File: src/rtl/down_counter_pkg.sv
// Shared types and constants for the loadable down counter / interval timer.
package down_counter_pkg;

  typedef enum logic {
    IDLE = 1'b0,
    RUN  = 1'b1
  } dc_state_t;

  localparam logic MODE_ONESHOT = 1'b0;
  localparam logic MODE_RELOAD  = 1'b1;

endpackage

File: src/rtl/down_counter.sv
// Loadable down counter: counts a captured value to zero, pulses tc for one cycle
// on expiry, then either stops (one-shot) or restarts from the captured value.
module down_counter
  import down_counter_pkg::*;
#(
  parameter int WIDTH = 4
) (
  input  logic             clk,
  input  logic             reset,
  input  logic             load,
  input  logic [WIDTH-1:0] load_value,
  input  logic             mode,
  input  logic             en,
  output logic [WIDTH-1:0] count,
  output logic             busy,
  output logic             tc
);

  dc_state_t        state_q, state_d;
  logic [WIDTH-1:0] count_q, count_d;
  logic [WIDTH-1:0] reload_q, reload_d;
  logic             mode_q, mode_d;
  logic             tc_q, tc_d;

  // Priority: load > enabled decrement > hold.
  always_comb begin
    // NOTE: every signal gets a default first so no path leaves it unassigned
    // and infers a latch.
    state_d  = state_q;
    count_d  = count_q;
    reload_d = reload_q;
    mode_d   = mode_q;
    tc_d     = 1'b0;

    if (load) begin
      if (load_value != '0) begin
        count_d  = load_value;
        reload_d = load_value;
        mode_d   = mode;
        state_d  = RUN;
      end else begin
        // A zero load expires immediately rather than entering RUN.
        count_d = '0;
        state_d = IDLE;
        tc_d    = 1'b1;
      end
    end else if (state_q == RUN && en) begin
      if (count_q == WIDTH'(1)) begin
        tc_d = 1'b1;
        if (mode_q == MODE_RELOAD) begin
          count_d = reload_q;
        end else begin
          count_d = '0;
          state_d = IDLE;
        end
      end else if (count_q != '0) begin
        count_d = count_q - WIDTH'(1);
      end
    end
  end

  // NOTE: sequential state uses non-blocking assignments so every flop samples
  // the pre-edge values regardless of statement order.
  always_ff @(posedge clk or posedge reset) begin
    if (reset) begin
      state_q  <= IDLE;
      count_q  <= '0;
      reload_q <= '0;
      mode_q   <= MODE_ONESHOT;
      tc_q     <= 1'b0;
    end else begin
      state_q  <= state_d;
      count_q  <= count_d;
      reload_q <= reload_d;
      mode_q   <= mode_d;
      tc_q     <= tc_d;
    end
  end

  assign count = count_q;
  assign busy  = (state_q == RUN);
  assign tc    = tc_q;

endmodule

File: config.mk
export PLATFORM = sky130hd
export DESIGN_NAME = down_counter
export DESIGN_NICKNAME = d
export VERILOG_FILES = /design/src/rtl/down_counter_pkg.sv /design/src/rtl/down_counter.sv
export SDC_FILE = /design/constraint.sdc
export NUM_CORES = 1
export LEC_CHECK = 0
export CORE_ASPECT_RATIO = 1.25
export CORE_MARGIN = 2
export CORE_UTILIZATION = 30
export CTS_BUF_LIST = sky130_fd_sc_hd__clkbuf_4 sky130_fd_sc_hd__clkbuf_8
export CTS_CLUSTER_SIZE = 16
export DETAILED_ROUTE_END_ITERATION = 10
export SETUP_SLACK_MARGIN = 0.3
export SLEW_MARGIN = 5
export SYNTH_ARGS = -nofsm -noshare
export SYNTH_HDL_FRONTEND = slang
export SYNTH_SLANG_ARGS = --single-unit
File: constraint.sdc
create_clock -name clk -period 1.62 [get_ports clk]
set_input_delay 0.162 -clock clk [delete_from_list [all_inputs] [get_ports clk]]
set_output_delay 0.162 -clock clk [all_outputs]
set_load 0.02 [all_outputs]
Yosys cells after proc, flatten, opt, wreduce, memory -nomap -nowiden --
Index checks and enable logic that the tools add are counted.
Operators by class: add/subtract/negate cells 1, equality and inequality tests 2, multiplexer cells 15, reduce and logical (&&, ||, !) cells 9
Operators by type and width (count):
- 4-bit two-way mux | 6
- 1-bit two-way mux | 9
- 4-bit nonzero test | 2
- 4-bit by 1-bit equality test with 1-bit output (second input constant) | 1
- 2-bit AND reduction | 2
- 2-bit nonzero test | 2
- 4-bit by 1-bit subtractor with 4-bit output (second input constant) | 1
- 3-bit AND reduction | 1
- 3-bit nonzero test | 1
- 2-bit inequality test (second input constant) | 1
- 1-bit logical AND | 1
Storage, ports and cells: flip-flop bits (word level) 11, bits of input ports 9, output and inout port bits 6

Logic depth before layout (Yosys ltp) --
depth in word-level cells 5, depth in mapped cells 6, depth with buffers taken out 6

Worst setup path before layout --
Ideal clock, no wire load.
kind register to register, from register count_q[1] (netlist: count[1]), to register count_q[3] (netlist: count[3]), setup time 92 ps, arrival time 1482 ps, path slack 47 ps, cell stages (with the launch flop) 7, buffers on the path 0, clock period less this slack 1573 ps, path through dfrtp_1 > inv_1 > ha_1 > nor2_1 > a31oi_4 > and3_1 > o31ai_2
Between the ends: word-level cells in the longest chain between the ends 5, elaborated cells between the ends (all ways) 9, classes of those cells 1 x add/sub; 1 x eq/ne; 4 x mux; 3 x reduce/logical
RTL lines:
- start, declared | line down_counter.sv:20 | logic [WIDTH-1:0] count_q, count_d;
- start signal, assigned | line down_counter.sv:73 | count_q <= count_d;
- 4-bit by 1-bit subtractor with 4-bit output | line down_counter.sv:57 | count_d = count_q - WIDTH'(1);
- 4-bit two-way mux | line down_counter.sv:56 | end else if (count_q != '0) begin
- 4-bit two-way mux | line down_counter.sv:48 | if (count_q == WIDTH'(1)) begin
- 4-bit two-way mux | line down_counter.sv:47 | end else if (state_q == RUN && en) begin
- 4-bit two-way mux | line down_counter.sv:35 | if (load) begin
Parallel ways exist; a longest one is shown, timed or not. The select of a mux whose other input is x is not followed. A chain may end at the register's enable or synchronous reset.

Worst setup path in the final report --
Same ends and word-level chain as after synthesis.

==> run_results.csv <==
group,metric,value,unit
run_status,status,"completed",
setup_path,critical_path.max_fanout,4,
global_route,grtUsageMet3,1.95,%
timing,max_clock_freq,0.734,GHz
floorplan,die_height,56.0,microns
clock_network,clock_net_sink_count,11,
final_layout,most_frequent_standard_cell_in_the_layout_excluding_fill_and_tap_cells,"nand2_1",
global_route,grtUsageMet2,18.1,%
global_route,grt_pass1_wl,2540,microns
route,routed_wirelength,1410,microns
yosys,yosys_warnings,0,
yosys,synthesis.nets,82,
clock_network,tritoncts,"yes",
timing,setup_viol,0,
route,vias,555,
timing,timing_max_transition_violations_final,0,
power,vdd_ir_drop_max,0.357,mV
timing,worst_pin_slew,449,ps
route,count_of_unresolved_drc_violations_after_routing,0,
setup_path,worstPathRequired,1800,ps
place,numPortBuffers,14,
global_route,grt_usage,14.0,%
timing,worst_slack_on_hold_paths,187,ps
floorplan,die_area,2560,sq um
final_layout,final_net_count,104,
yosys,synth_top_area_share,42.4,%
timing,max_slew_margin,70.0,%
clock_network,worst_skew_pair.late_latency,270,ps
global_route,antenna_found_initial,0,
timing,rsz_0062_raised_after_global_routing,"yes",
global_route,grt-ovfl-total,0,
yosys,yosys.cell_types.count,22,
place,detailed_place_hpwl,1060,microns
global_route,grt_max_degree,12,
clock_network,cts_inserted_buffers,3,
power,power_leakage,0.415,nW
place,finalWeightedCongestion,0.736,
setup_path,cp_startpoint_kind,"register",
setup_path,timing.critical_path.slowest_cell_delay,420,ps
setup_path,timing.critical_path.slowest_stage_cell,"dfrtp_2",
hold_path,worst_hold_path_type,"input pin to async pin",
floorplan,chipWidth,45.6,microns
final_layout,synthToLayoutAreaGrowth,36.6,%
yosys,asyncSetResetFlopFracSynth,100,%
timing,post-route-period-util,84.1,%
route,avg_vias_per_cell,5.00,
setup_path,critical_path.endpoint_type,"register",
global_route,number_of_global_route_vias_before_repair,539,
clock_network,clk_path_buf_depth,2,
yosys,postSynthCellCount,70,
route,drt-wirelength-per-cell,12.7,microns
setup_path,crit_path_class,"register to register",
floorplan,number_of_rows_created_at_floorplan,18,
setup_path,critical_path.top_delay_family,"simple AND/OR/NAND/NOR gates",
floorplan,floorplan.initialDensity,32.4,%
timing,final_hold_viol_count,0,
yosys,ffs_latches_synth,11,
job,max-cap-violations,0,
floorplan,design.core.area,2000,sq um
yosys,synth_edf_count,0,
route,detailedRoute.firstIterationViolations,10,
global_route,global_route_met1_usage,19.7,%
timing,finalWorstPathRequiredPeriod,1360,ps
timing,finalSetupTns,0,ps
final_layout,layout.cells.most_common_list,"nand2_1 (22), dfrtp_1 (8), clkdlybuf4s50_1 (8), inv_1 (5), dlygate4sd2_1 (5)",
route,antenna_violating_nets_post_route,0,
timing,worst_clock_skew,2.31,ps
setup_path,cp_data_arrival_time,1550,ps
global_route,busiest_layer,"met1",
floorplan,io_pins,15,
yosys,post_synth_instance_area,649,sq um
yosys,yosys.area.top_type,"dfrtp_1",
power,power-per-cell-area,867,nW/um^2
yosys,synthTopCellsByArea,"dfrtp_1 (42%), nand2_1 (13%), ha_1 (5.8%)",
clock_network,clk_pin_slew_worst_paths,70,ps
clock_network,clock_tree.htree_level_count,1,
setup_path,ordered_list_of_cells_on_the_worst_path,"inv_4 > ha_4 > and4bb_2 > nand2_1 > and3_1 > o31ai_2",
yosys,syn_area_per_cell,9.28,sq um
yosys,dominantRegCellSynth,"dfrtp_1",
final_layout,antenna_cells,0,
final_layout,drive_above_1_share,25.3,%
setup_path,critPathBufInv,1,
clock_network,cts.root.buffer_cell,"clkbuf_4",
route,router_iterations_before_antenna_repair,4,
yosys,synth-seq-area-share,42.4,%
## worst reg2reg max path: stages, from the launching register on
cell and delay (ps):
dfrtp_2 420, inv_4 70, ha_4 140, and4bb_2 260, nand2_1 60, and3_1 160, o31ai_2 160
## area by class of cell
cell class,instances,area (sq um)
fill,220,1120
multi-input combinational,52,369
sequential,11,279
timing repair buffer,18,159
clock buffer,4,30.0
inverter,6,25.0
tap,20,25.0
## synthesized netlist by cell type (2+ instances only)
master   count
nand2_1     22
a21oi_1      2
o21ai_0      2
ha_1         3
mux2i_1      2
and3_1       2
dfrtp_1     11
nor2_1       4
o31ai_2      2
o21ai_1      2
nor2b_1      2
inv_1        6
## cells by family (layout without fill, tap and decap cells)
group | count (synthesis) | in the layout | share of synthesized area (%)
mux | 2 | 2 | 3.08
fa+ha+maj | 3 | 3 | 5.78
buf+inv | 7 | 28 | 4.24
compound gates | 14 | 14 | 21.0
flops | 11 | 11 | 42.4
simple gates | 33 | 33 | 23.5
## stage by stage
| stage | power (mW) | utilization (%) | std cells | setup WS, ps | area (sq um) |
|---|---|---|---|---|---|
| 6_report | 0.769 | 44.3 | 111 | 258 | 887 |
| 5_1_grt | 0.825 | 44.3 | 111 | 180 | 887 |
| 4_1_cts | 0.776 | 43.8 | 110 | 233 | 877 |
| 3_5_place_dp | 0.567 | 41.9 | 104 | 105 | 840 |
| 3_3_place_gp | 0.567 | 41.9 | 104 | 138 | 840 |
| 2_1_floorplan | 0.478 | - | 70 | 261 | 672 |
## registers in the layout, indices dropped and copies added, names as in the netlist
name      count
count         4
reload_q      4
busy          1
mode_q        1
tc            1
## worst paths after layout
| check | startpoint | endpoint | slack, ps | cells after the start |
|---|---|---|---|---|
| setup / recovery | count[1]$_DFFE_PP0P_ | count[3]$_DFFE_PP0P_ | 260 | 6 |
| hold / removal | reset | reload_q[2]$_DFFE_PP0P_ | 190 | 2 |
| setup reg to reg | count[1]$_DFFE_PP0P_ | count[3]$_DFFE_PP0P_ | 260 | 6 |
| hold reg to reg | reload_q[2]$_DFFE_PP0P_ | reload_q[2]$_DFFE_PP0P_ | 490 | 2 |
| max in group asynchronous | reset | count[0]$_DFFE_PP0P_ | 1110 | 2 |
| min in group clk | mode | mode_q$_DFFE_PP0P_ | 430 | 3 |
## metal layers
metal / wire length (microns) / part of all wire, % / vias up
li1: - / - / 281
met1: 677 / 48 / 258
met2: 663 / 47 / 14
met3: 42 / 3.0 / 2
met4: 27 / 1.9 / 0
met5: 0 / 0 / -
## report_power, final
group | switching [mW] | total [mW] | internal (mW)
sequential | 0.0350 | 0.340 | 0.305
combinational | 0.118 | 0.225 | 0.107
clock | 0.0923 | 0.205 | 0.112
## repair_timing
| item | 4_1_cts | 5_1_grt |
|---|---|---|
| resized for setup | 6 | 6 |
| setup endpoints to repair | 11 | 9 |
| setup buffers | 2 | 1 |
| pin swaps | 0 | 3 |
| hold buffers | 0 | 0 |
Power figures use the tool's default switching activity.
